**config.mk**
```make
export PLATFORM = sky130hd
export DESIGN_NAME = pulse_period_meter
export DESIGN_NICKNAME = d
export VERILOG_FILES = /design/src/rtl/pulse_period_meter.sv
export SDC_FILE = /design/constraint.sdc
export NUM_CORES = 1
export LEC_CHECK = 0
export ABC_AREA = 1
export CORE_MARGIN = 4
export CORE_UTILIZATION = 44
export DETAILED_ROUTE_END_ITERATION = 10
export PLACE_DENSITY_LB_ADDON = 0.08
export RECOVER_POWER = 100
export SYNTH_ARGS = -nofsm -noshare
export SYNTH_HDL_FRONTEND = slang
export SYNTH_SLANG_ARGS = --single-unit
```
**constraint.sdc**
```tcl
create_clock -name sys_clk -period 2.72 [get_ports sys_clk]
set_input_delay 0.544 -clock sys_clk [delete_from_list [all_inputs] [get_ports sys_clk]]
set_output_delay 0.544 -clock sys_clk [all_outputs]
set_load 0.02 [all_outputs]
```
**src/rtl/pulse_period_meter.sv**
```systemverilog
// Measures the rising-edge-to-rising-edge period of a strobe in sys_clk cycles,
// declares lock after LOCK_CNT identical periods and flags loss of pulses.
module pulse_period_meter #(
  parameter int CNT_W    = 16,
  parameter int LOCK_CNT = 4,
  parameter int TIMEOUT  = 50000,
  parameter int SYNC_EN  = 1
) (
  input  logic             sys_clk,
  input  logic             sys_rst_n,
  input  logic             pulse_in,
  output logic [CNT_W-1:0] period,
  output logic             period_valid,
  output logic             locked,
  output logic             timeout_err
);

  typedef enum logic [1:0] {IDLE, MEASURE, TRACK} state_t;

  localparam logic [CNT_W-1:0] TO_V   = CNT_W'(TIMEOUT);
  localparam logic [CNT_W-1:0] TO_M1  = CNT_W'(TIMEOUT - 1);
  localparam logic [3:0]       LOCK_V = 4'(LOCK_CNT);

  state_t           state;
  logic             s2, s3, edge_r;
  logic [CNT_W-1:0] cnt;
  logic [CNT_W-1:0] meas;
  logic [3:0]       match;

  generate
    if (SYNC_EN != 0) begin : g_sync
      logic s1;
      always_ff @(posedge sys_clk or negedge sys_rst_n) begin
        if (!sys_rst_n) begin
          s1 <= 1'b0;
          s2 <= 1'b0;
        end else begin
          s1 <= pulse_in;
          s2 <= s1;
        end
      end
    end else begin : g_nosync
      always_ff @(posedge sys_clk or negedge sys_rst_n) begin
        if (!sys_rst_n) s2 <= 1'b0;
        else            s2 <= pulse_in;
      end
    end
  endgenerate

  // The edge flag is registered so latency is fixed and the FSM sees a clean flop.
  always_ff @(posedge sys_clk or negedge sys_rst_n) begin
    if (!sys_rst_n) begin
      s3     <= 1'b0;
      edge_r <= 1'b0;
    end else begin
      s3     <= s2;
      edge_r <= s2 & ~s3;
    end
  end

  assign meas = cnt + CNT_W'(1);

  always_ff @(posedge sys_clk or negedge sys_rst_n) begin
    if (!sys_rst_n) begin
      state        <= IDLE;
      cnt          <= '0;
      match        <= '0;
      period       <= '0;
      period_valid <= 1'b0;
      locked       <= 1'b0;
      timeout_err  <= 1'b0;
    end else begin
      period_valid <= 1'b0;
      timeout_err  <= 1'b0;
      case (state)
        IDLE: begin
          cnt <= '0;
          if (edge_r) state <= MEASURE;
        end
        MEASURE, TRACK: begin
          if (edge_r) begin
            cnt          <= '0;
            period       <= meas;
            period_valid <= 1'b1;
            state        <= TRACK;
            if (state == MEASURE) begin
              match <= 4'd1;
            end else if (meas == period) begin
              if (match < LOCK_V) match <= match + 4'd1;
              if (match >= LOCK_V - 4'd1) locked <= 1'b1;
            end else begin
              match  <= 4'd1;
              locked <= 1'b0;
            end
          end else if (cnt == TO_M1) begin
            // An edge on the threshold cycle wins; only a missing edge times out.
            timeout_err <= 1'b1;
            period      <= '0;
            locked      <= 1'b0;
            match       <= '0;
            cnt         <= '0;
            state       <= IDLE;
          end else if (cnt != TO_V) begin
            cnt <= cnt + CNT_W'(1);
          end
        end
        default: state <= IDLE;
      endcase
    end
  end

endmodule

```
==> impl_metrics.env, run 1 <==
export IMPL_status="finished, final reports clean"
export IMPL_final_nets=416
export IMPL_syn_area_per_cell_sq_um=7.17
export IMPL_place_area_sq_um=3040
export IMPL_period_share_pct=87.0
export IMPL_first_global_vias=2471
export IMPL_die_h_um=86.5
export IMPL_via_per_inst=5.33
export IMPL_fin_ws_ns=0.353
export IMPL_clk_pin_slew_worst_paths_ns=0.09
export IMPL_io_pins=22
export IMPL_syn_cell_area_sq_um=2710
export IMPL_yosysSeqAreaShare_pct=41.6
export IMPL_cp_depth=9
export IMPL_drt_iter0_markers=227
export IMPL_peakVddDrop_v=0.000414
export IMPL_met2_usage_pct=32.0
export IMPL_dr_pass1_iters=5
export IMPL_reg2reg_slack_ns=0.35
export IMPL_hold_path_class="in2async"
export IMPL_fin_skew_ns=0.00781
export IMPL_worstSetupEndpointType="flip-flop"
export IMPL_worstPathCellList="ha_1 -> nand3_1 -> nor2_1 -> nand2_1 -> nand2_1 -> inv_1 -> nor2_4 -> clkbuf_1 -> o22ai_1"
export IMPL_worst_slew_pin_slew_ns=1.05
export IMPL_p_leak_nw=1.51
export IMPL_slew_headroom_pct=30.3
export IMPL_fillCellCount=608
export IMPL_critPathTopFamily="simple AND/OR/NAND/NOR gates"
export IMPL_final_util_pct=52.2
export IMPL_netSwitchingFraction_pct=39.2
export IMPL_pre_cts_slack_ns=0.305
export IMPL_ys_warn_count=0
export IMPL_synth_seq_cells=45
export IMPL_io_buffers=21
export IMPL_grt_pass1_wl_mm=11.9
export IMPL_area_growth_pct=14.7
export IMPL_cts_sinks=45
export IMPL_syn_instance_count=378
export IMPL_maxCapViolCount=0
export IMPL_syn_nets=387
export IMPL_grtUsageMet3_pct=2.95
export IMPL_cp_common_cell="nand2_1"
export IMPL_setup_violations=0
export IMPL_switchingPower_uw=745
export IMPL_grt_busiest_layer="met2"
export IMPL_final_area_sq_um=3110
export IMPL_grt_overflow=0
export IMPL_power_frac_comb_pct=36.9
export IMPL_critPathSlowestCell="clkbuf_1"
export IMPL_path_class="reg2reg"
export IMPL_ys_types=28
export IMPL_pwr_share_clk_pct=21.7
export IMPL_r2r_end="period[7]"
export IMPL_worstPathArrival_ns=2.51
export IMPL_die_area_sq_um=7480
export IMPL_reg2regPathDepth=9
export IMPL_rr_startpoint="cnt[0]"
export IMPL_fmax_mhz=422
export IMPL_die_w_um=86.5
export IMPL_grt_max_degree=20
export IMPL_cts_buffer_depth=2
export IMPL_drt_wirelength_per_cell_um=14.6
export IMPL_h_tree_depth=2
export IMPL_power_internal_mw=1.15
export IMPL_worstPathRequired_ns=2.87
export IMPL_place_congestion=0.962
export IMPL_rsz0062_at_grt="false"
export IMPL_max_stage_delay_ns=0.46
export IMPL_setup_tns_ns=0
export IMPL_drc_errors=0
export IMPL_drive_above_1_share_pct=7.35
export IMPL_powerDensity_nw_per_um2=611
export IMPL_core_sq_um=5960
export IMPL_row_count=28
export IMPL_start_util_pct=45.5
export IMPL_crit_path_start_kind="flip-flop"
export IMPL_clock_latency_ns=0.30
export IMPL_p_seq_share_pct=41.3
export IMPL_num_vias=2573
export IMPL_grt_usage_pct=20.4
export IMPL_cts_hold_buf=0
export IMPL_antenna_found_initial=0
export IMPL_antenna_cells=0
export IMPL_slew_violations=0
export IMPL_hold_viol=0
export IMPL_grt_use_met1_pct=28.6
export IMPL_cts_buffers=5
export IMPL_final_min_clock_period_ns=2.37
export IMPL_cp_max_fo=10
export IMPL_dp_hpwl_mm=5.44
export IMPL_clockRootBuffer="clkbuf_8"
export IMPL_cp_num_buf_inv=2
export IMPL_cts_tree="yes"
export IMPL_ant_nets=0
export IMPL_routed_wl_mm=7.05
==> worst register-to-register path, delay by kind of cell (launching register included) <==
family	cells	cell delay, ns
DFF	1	0.45
adders and majority gates	1	0.25
buffers and inverters	2	0.56
and+or+nand+nor	5	0.80
AOI/OAI and AO/OA	1	0.17
==> state kept, by name, indices dropped and copies added (netlist names) <==
name and cells:
cnt 16, s2 1, timeout_err 1, g_sync.s1 1, locked 1, edge_r 1
s3 1, state 2, period 16, match 4, period_valid 1
==> how the worst max path moves through the flow <==
| stage | endpoint | start |
|---|---|---|
| 2_1_floorplan | match[2] | cnt[0] |
| 3_3_place_gp | match[1] | cnt[0] |
| 3_5_place_dp | match[2] | cnt[0] |
| 4_1_cts | match[2] | cnt[0] |
| 5_1_grt | match[0] | cnt[0] |
| 6_report | period[7] | cnt[0] |
==> layer usage <==
metal	wire length (um)	share of wire (%)
met5	0	0
met4	169	2.4
met3	369	5.2
met2	3070	44
met1	3440	49
==> power groups by stage <==
| stage | logic, mW | clock network (mW) | registers [mW] |
|---|---|---|---|
| 2_1_floorplan | 0.436 | 0 | 0.814 |
| 3_3_place_gp | 0.715 | 0 | 0.797 |
| 3_5_place_dp | 0.724 | 0 | 0.798 |
| 4_1_cts | 0.726 | 0.420 | 0.785 |
| 5_1_grt | 0.782 | 0.452 | 0.796 |
| 6_report | 0.701 | 0.413 | 0.785 |
==> metrics by stage <==
step           total power [mW]  cells  hold slack, ns
3_3_place_gp               1.51    475           0.359
2_1_floorplan              1.25    378           0.248
5_1_grt                    2.03    483           0.308
6_report                   1.90    483           0.246
4_1_cts                    1.93    483           0.128
3_5_place_dp               1.52    475           0.346
==> layout make-up <==
class,instances,area (sq um),share of cell area [%]
repair buffers,27,250,8.05
inverters,64,240,7.73
clock inverters,2,10.0,0.322
flip-flops and latches,45,1130,36.3
well taps,75,93.8,3.02
multi-input cells,264,1310,42.2
clock buffers,6,72.6,2.34
==> cell usage after synthesis <==
library cell / number / area (sq um)
nand2_1: 92 / 345
inv_1: 60 / 225
nand3_1: 54 / 270
dfrtp_1: 45 / 1130
nor2_1: 30 / 113
o21ai_0: 22 / 110
nand4_1: 15 / 93.8
o22ai_1: 12 / 75.1
ha_1: 6 / 75.1
nor2_2: 6 / 37.5
nand2_2: 5 / 31.3
clkbuf_1: 4 / 15.0
nor3_1: 4 / 20.0
a21oi_1: 3 / 15.0
inv_2: 3 / 11.3
nand3_2: 3 / 30.0
nor2_4: 2 / 22.5
o31ai_1: 2 / 15.0
a22oi_1: 1 / 7.51
and2_1: 1 / 6.26
buf_4: 1 / 7.51
clkinv_1: 1 / 3.75
nor3_4: 1 / 16.3
nor4_1: 1 / 6.26
o21ai_1: 1 / 5.00
o21ai_2: 1 / 8.76
o21bai_1: 1 / 7.51
xnor2_1: 1 / 8.76
==> what timing repair did <==
action,CTS,global route
gates resized for setup,0,1
buffers inserted,0,0
endpoints found under the setup margin,0,2
==> logic make-up after synthesis <==
kind of cell | synth area share [%]
and+or+nand+nor | 36.6
buffers and inverters | 9.70
DFF | 41.6
AOI/OAI and AO/OA | 9.01
adders and majority gates | 2.77
xor gates and xnor gates | 0.323
==> layout by cell type (no fill, tap or decap), types with 2 or more instances in the layout <==
| cell | count |
|---|---|
| a21oi_1 | 3 |
| buf_4 | 2 |
| clkbuf_1 | 5 |
| clkbuf_8 | 5 |
| clkinv_2 | 2 |
| dfrtp_1 | 44 |
| dlygate4sd3_1 | 20 |
| ha_1 | 6 |
| inv_1 | 60 |
| inv_2 | 3 |
| nand2_1 | 93 |
| nand2_2 | 4 |
| nand3_1 | 55 |
| nand3_2 | 2 |
| nand4_1 | 15 |
| nor2_1 | 30 |
| nor2_2 | 6 |
| nor2_4 | 2 |
| nor3_1 | 4 |
| o21ai_0 | 22 |
| o22ai_1 | 12 |
| o31ai_1 | 2 |
Note: power is estimated with default switching activity, not from simulation.
==> inputs of run 2 (changes only) <==
SETUP_SLACK_MARGIN = 0.4   (was unset)
SLEW_MARGIN = 10   (was unset)
clock period = 2.4 ns   (was 2.72 ns; I/O delays follow)
==> impl_metrics.env, run 2 (same netlist as run 1, synthesis figures left out) <==
export IMPL_clk_pin_slew_worst_paths_ns=0.09
export IMPL_grt_busiest_layer="met2"
export IMPL_antenna_cells=0
export IMPL_grt_overflow=0
export IMPL_reg_largest_list="cnt x16, period x16, match x4"
export IMPL_peakVddDrop_v=0.000496
export IMPL_final_cell_mix="nand2_1 (82), inv_1 (55), nand3_1 (45)"
export IMPL_fillCellCount=602
export IMPL_regArea_sq_um=1130
export IMPL_grt_pass1_wl_mm=12.3
export IMPL_clock_latency_ns=0.30
export IMPL_setup_tns_ns=0
export IMPL_routed_wl_mm=7.39
export IMPL_slew_violations=0
export IMPL_grtUsageMet3_pct=4.09
export IMPL_final_common_cell="nand2_1"
export IMPL_reg2regPathDepth=16
export IMPL_maxCapViolCount=0
export IMPL_fin_skew_ns=0.00836
export IMPL_first_global_vias=2520
export IMPL_worstPathArrival_ns=2.40
export IMPL_antenna_found_initial=0
export IMPL_num_vias=2646
export IMPL_period_share_pct=89.5
export IMPL_path_class="reg2reg"
export IMPL_worstPathRequired_ns=2.65
export IMPL_slew_headroom_pct=23.4
export IMPL_io_buffers=21
export IMPL_rsz0062_at_grt="true"
export IMPL_drc_errors=0
export IMPL_fmax_mhz=465
export IMPL_rr_startpoint="cnt[0]"
export IMPL_via_per_inst=5.32
export IMPL_grt_usage_pct=21.1
export IMPL_pwr_share_clk_pct=27.3
export IMPL_worstSetupEndpointType="flip-flop"
export IMPL_ant_nets=0
export IMPL_cp_max_fo=4
export IMPL_h_tree_depth=2
export IMPL_netSwitchingFraction_pct=36.7
export IMPL_power_frac_comb_pct=37.0
export IMPL_place_congestion=0.941
export IMPL_status="finished, final reports clean"
export IMPL_cts_buffers=5
export IMPL_setup_violations=0
export IMPL_met2_usage_pct=32.1
export IMPL_cts_sinks=45
export IMPL_io_pins=22
export IMPL_multiInputGateArea_sq_um=1500
export IMPL_area_growth_pct=26.9
export IMPL_min_to="s2"
export IMPL_hold_path_class="reg2reg"
export IMPL_switchingPower_uw=922
export IMPL_hold_viol=0
export IMPL_row_count=28
export IMPL_core_sq_um=5960
export IMPL_grt_use_met1_pct=30.1
export IMPL_cts_hold_buf=0
export IMPL_grt_max_degree=46
export IMPL_crit_path_start_kind="flip-flop"
export IMPL_p_leak_nw=1.65
export IMPL_final_util_pct=57.7
export IMPL_worst_slew_pin_slew_ns=1.15
export IMPL_dr_pass1_iters=5
export IMPL_power_internal_mw=1.59
export IMPL_final_min_clock_period_ns=2.15
export IMPL_hold_depth=0
export IMPL_reg2reg_slack_ns=0.25
export IMPL_p_seq_share_pct=35.7
export IMPL_drive_above_1_share_pct=19.7
export IMPL_r2r_end="match[1]"
export IMPL_cts_buffer_depth=2
export IMPL_die_w_um=86.5
export IMPL_powerDensity_nw_per_um2=731
export IMPL_die_h_um=86.5
export IMPL_hp_start="g_sync.s1"
export IMPL_die_area_sq_um=7480
export IMPL_drt_wirelength_per_cell_um=14.9
export IMPL_dp_hpwl_mm=5.22
export IMPL_clockRootBuffer="clkbuf_8"
export IMPL_cts_tree="yes"
export IMPL_final_nets=430
export IMPL_start_util_pct=45.5
export IMPL_drt_iter0_markers=160
export IMPL_fin_hold_ws_ns=0.366
run 2: layout make-up:
| type | instances | area share, % |
|---|---|---|
| clock buffers | 5 | 2.00 |
| clock inverters | 3 | 1.89 |
| inverters | 64 | 7.13 |
| multi-input cells | 264 | 43.5 |
| flip-flops and latches | 45 | 32.9 |
| well taps | 75 | 2.73 |
| repair buffers | 41 | 9.83 |
run 2: timing repair:
item	4_1_cts	5_1_grt
pin swaps	23	15
setup buffers	7	4
setup endpoints to repair	20	20
gates resized for setup	27	32
run 2: worst max-delay path by stage:
stage / startpoint / endpoint / slack [ns] / depth (start not counted)
after floorplan: cnt[0] / match[2] / 0.41 / 17
after global placement: cnt[0] / match[0] / 0.07 / 17
after detailed placement: cnt[0] / match[0] / 0.03 / 17
after CTS: cnt[1] / match[0] / 0.29 / 16
after global routing: cnt[0] / match[0] / 0.11 / 14
final: cnt[0] / match[1] / 0.25 / 16
run 2: routing by layer:
layer | share of wire, % | up-vias
met5 | 0 | -
met4 | 1.8 | 0
met3 | 5.7 | 12
met2 | 46 | 73
met1 | 47 | 1238
li1 | - | 1323
run 2: power by group through the flow:
stage | Combinational, mW | Sequential, mW | Clock [mW]
global route | 1.02 | 0.910 | 0.733
detailed placement | 0.792 | 0.907 | 0
global placement | 0.789 | 0.904 | 0
floorplan | 0.494 | 0.923 | 0
finish | 0.930 | 0.898 | 0.686
CTS | 0.906 | 0.894 | 0.698
run 2: worst max-delay path, cell delays in order (launching register included):
cell,delay (ns)
dfrtp_2,0.45
inv_4,0.07
ha_4,0.28
inv_2,0.04
nand2_2,0.04
nand2_1,0.05
nor2_1,0.12
nand3_1,0.10
nor2_1,0.10
nand3_1,0.12
nor2_1,0.16
nand2_1,0.07
nor2_1,0.12
nand4_1,0.14
nor2_1,0.12
nand2_1,0.06
nand2_1,0.06
run 2: through the flow:
stage / instances / setup slack, ns / total power [mW] / area (sq um)
2_1_floorplan: 378 / 0.410 / 1.42 / 2710
3_3_place_gp: 478 / 0.0718 / 1.69 / 3050
3_5_place_dp: 478 / 0.0325 / 1.70 / 3050
4_1_cts: 493 / 0.291 / 2.50 / 3330
5_1_grt: 497 / 0.109 / 2.66 / 3440
6_report: 497 / 0.251 / 2.51 / 3440
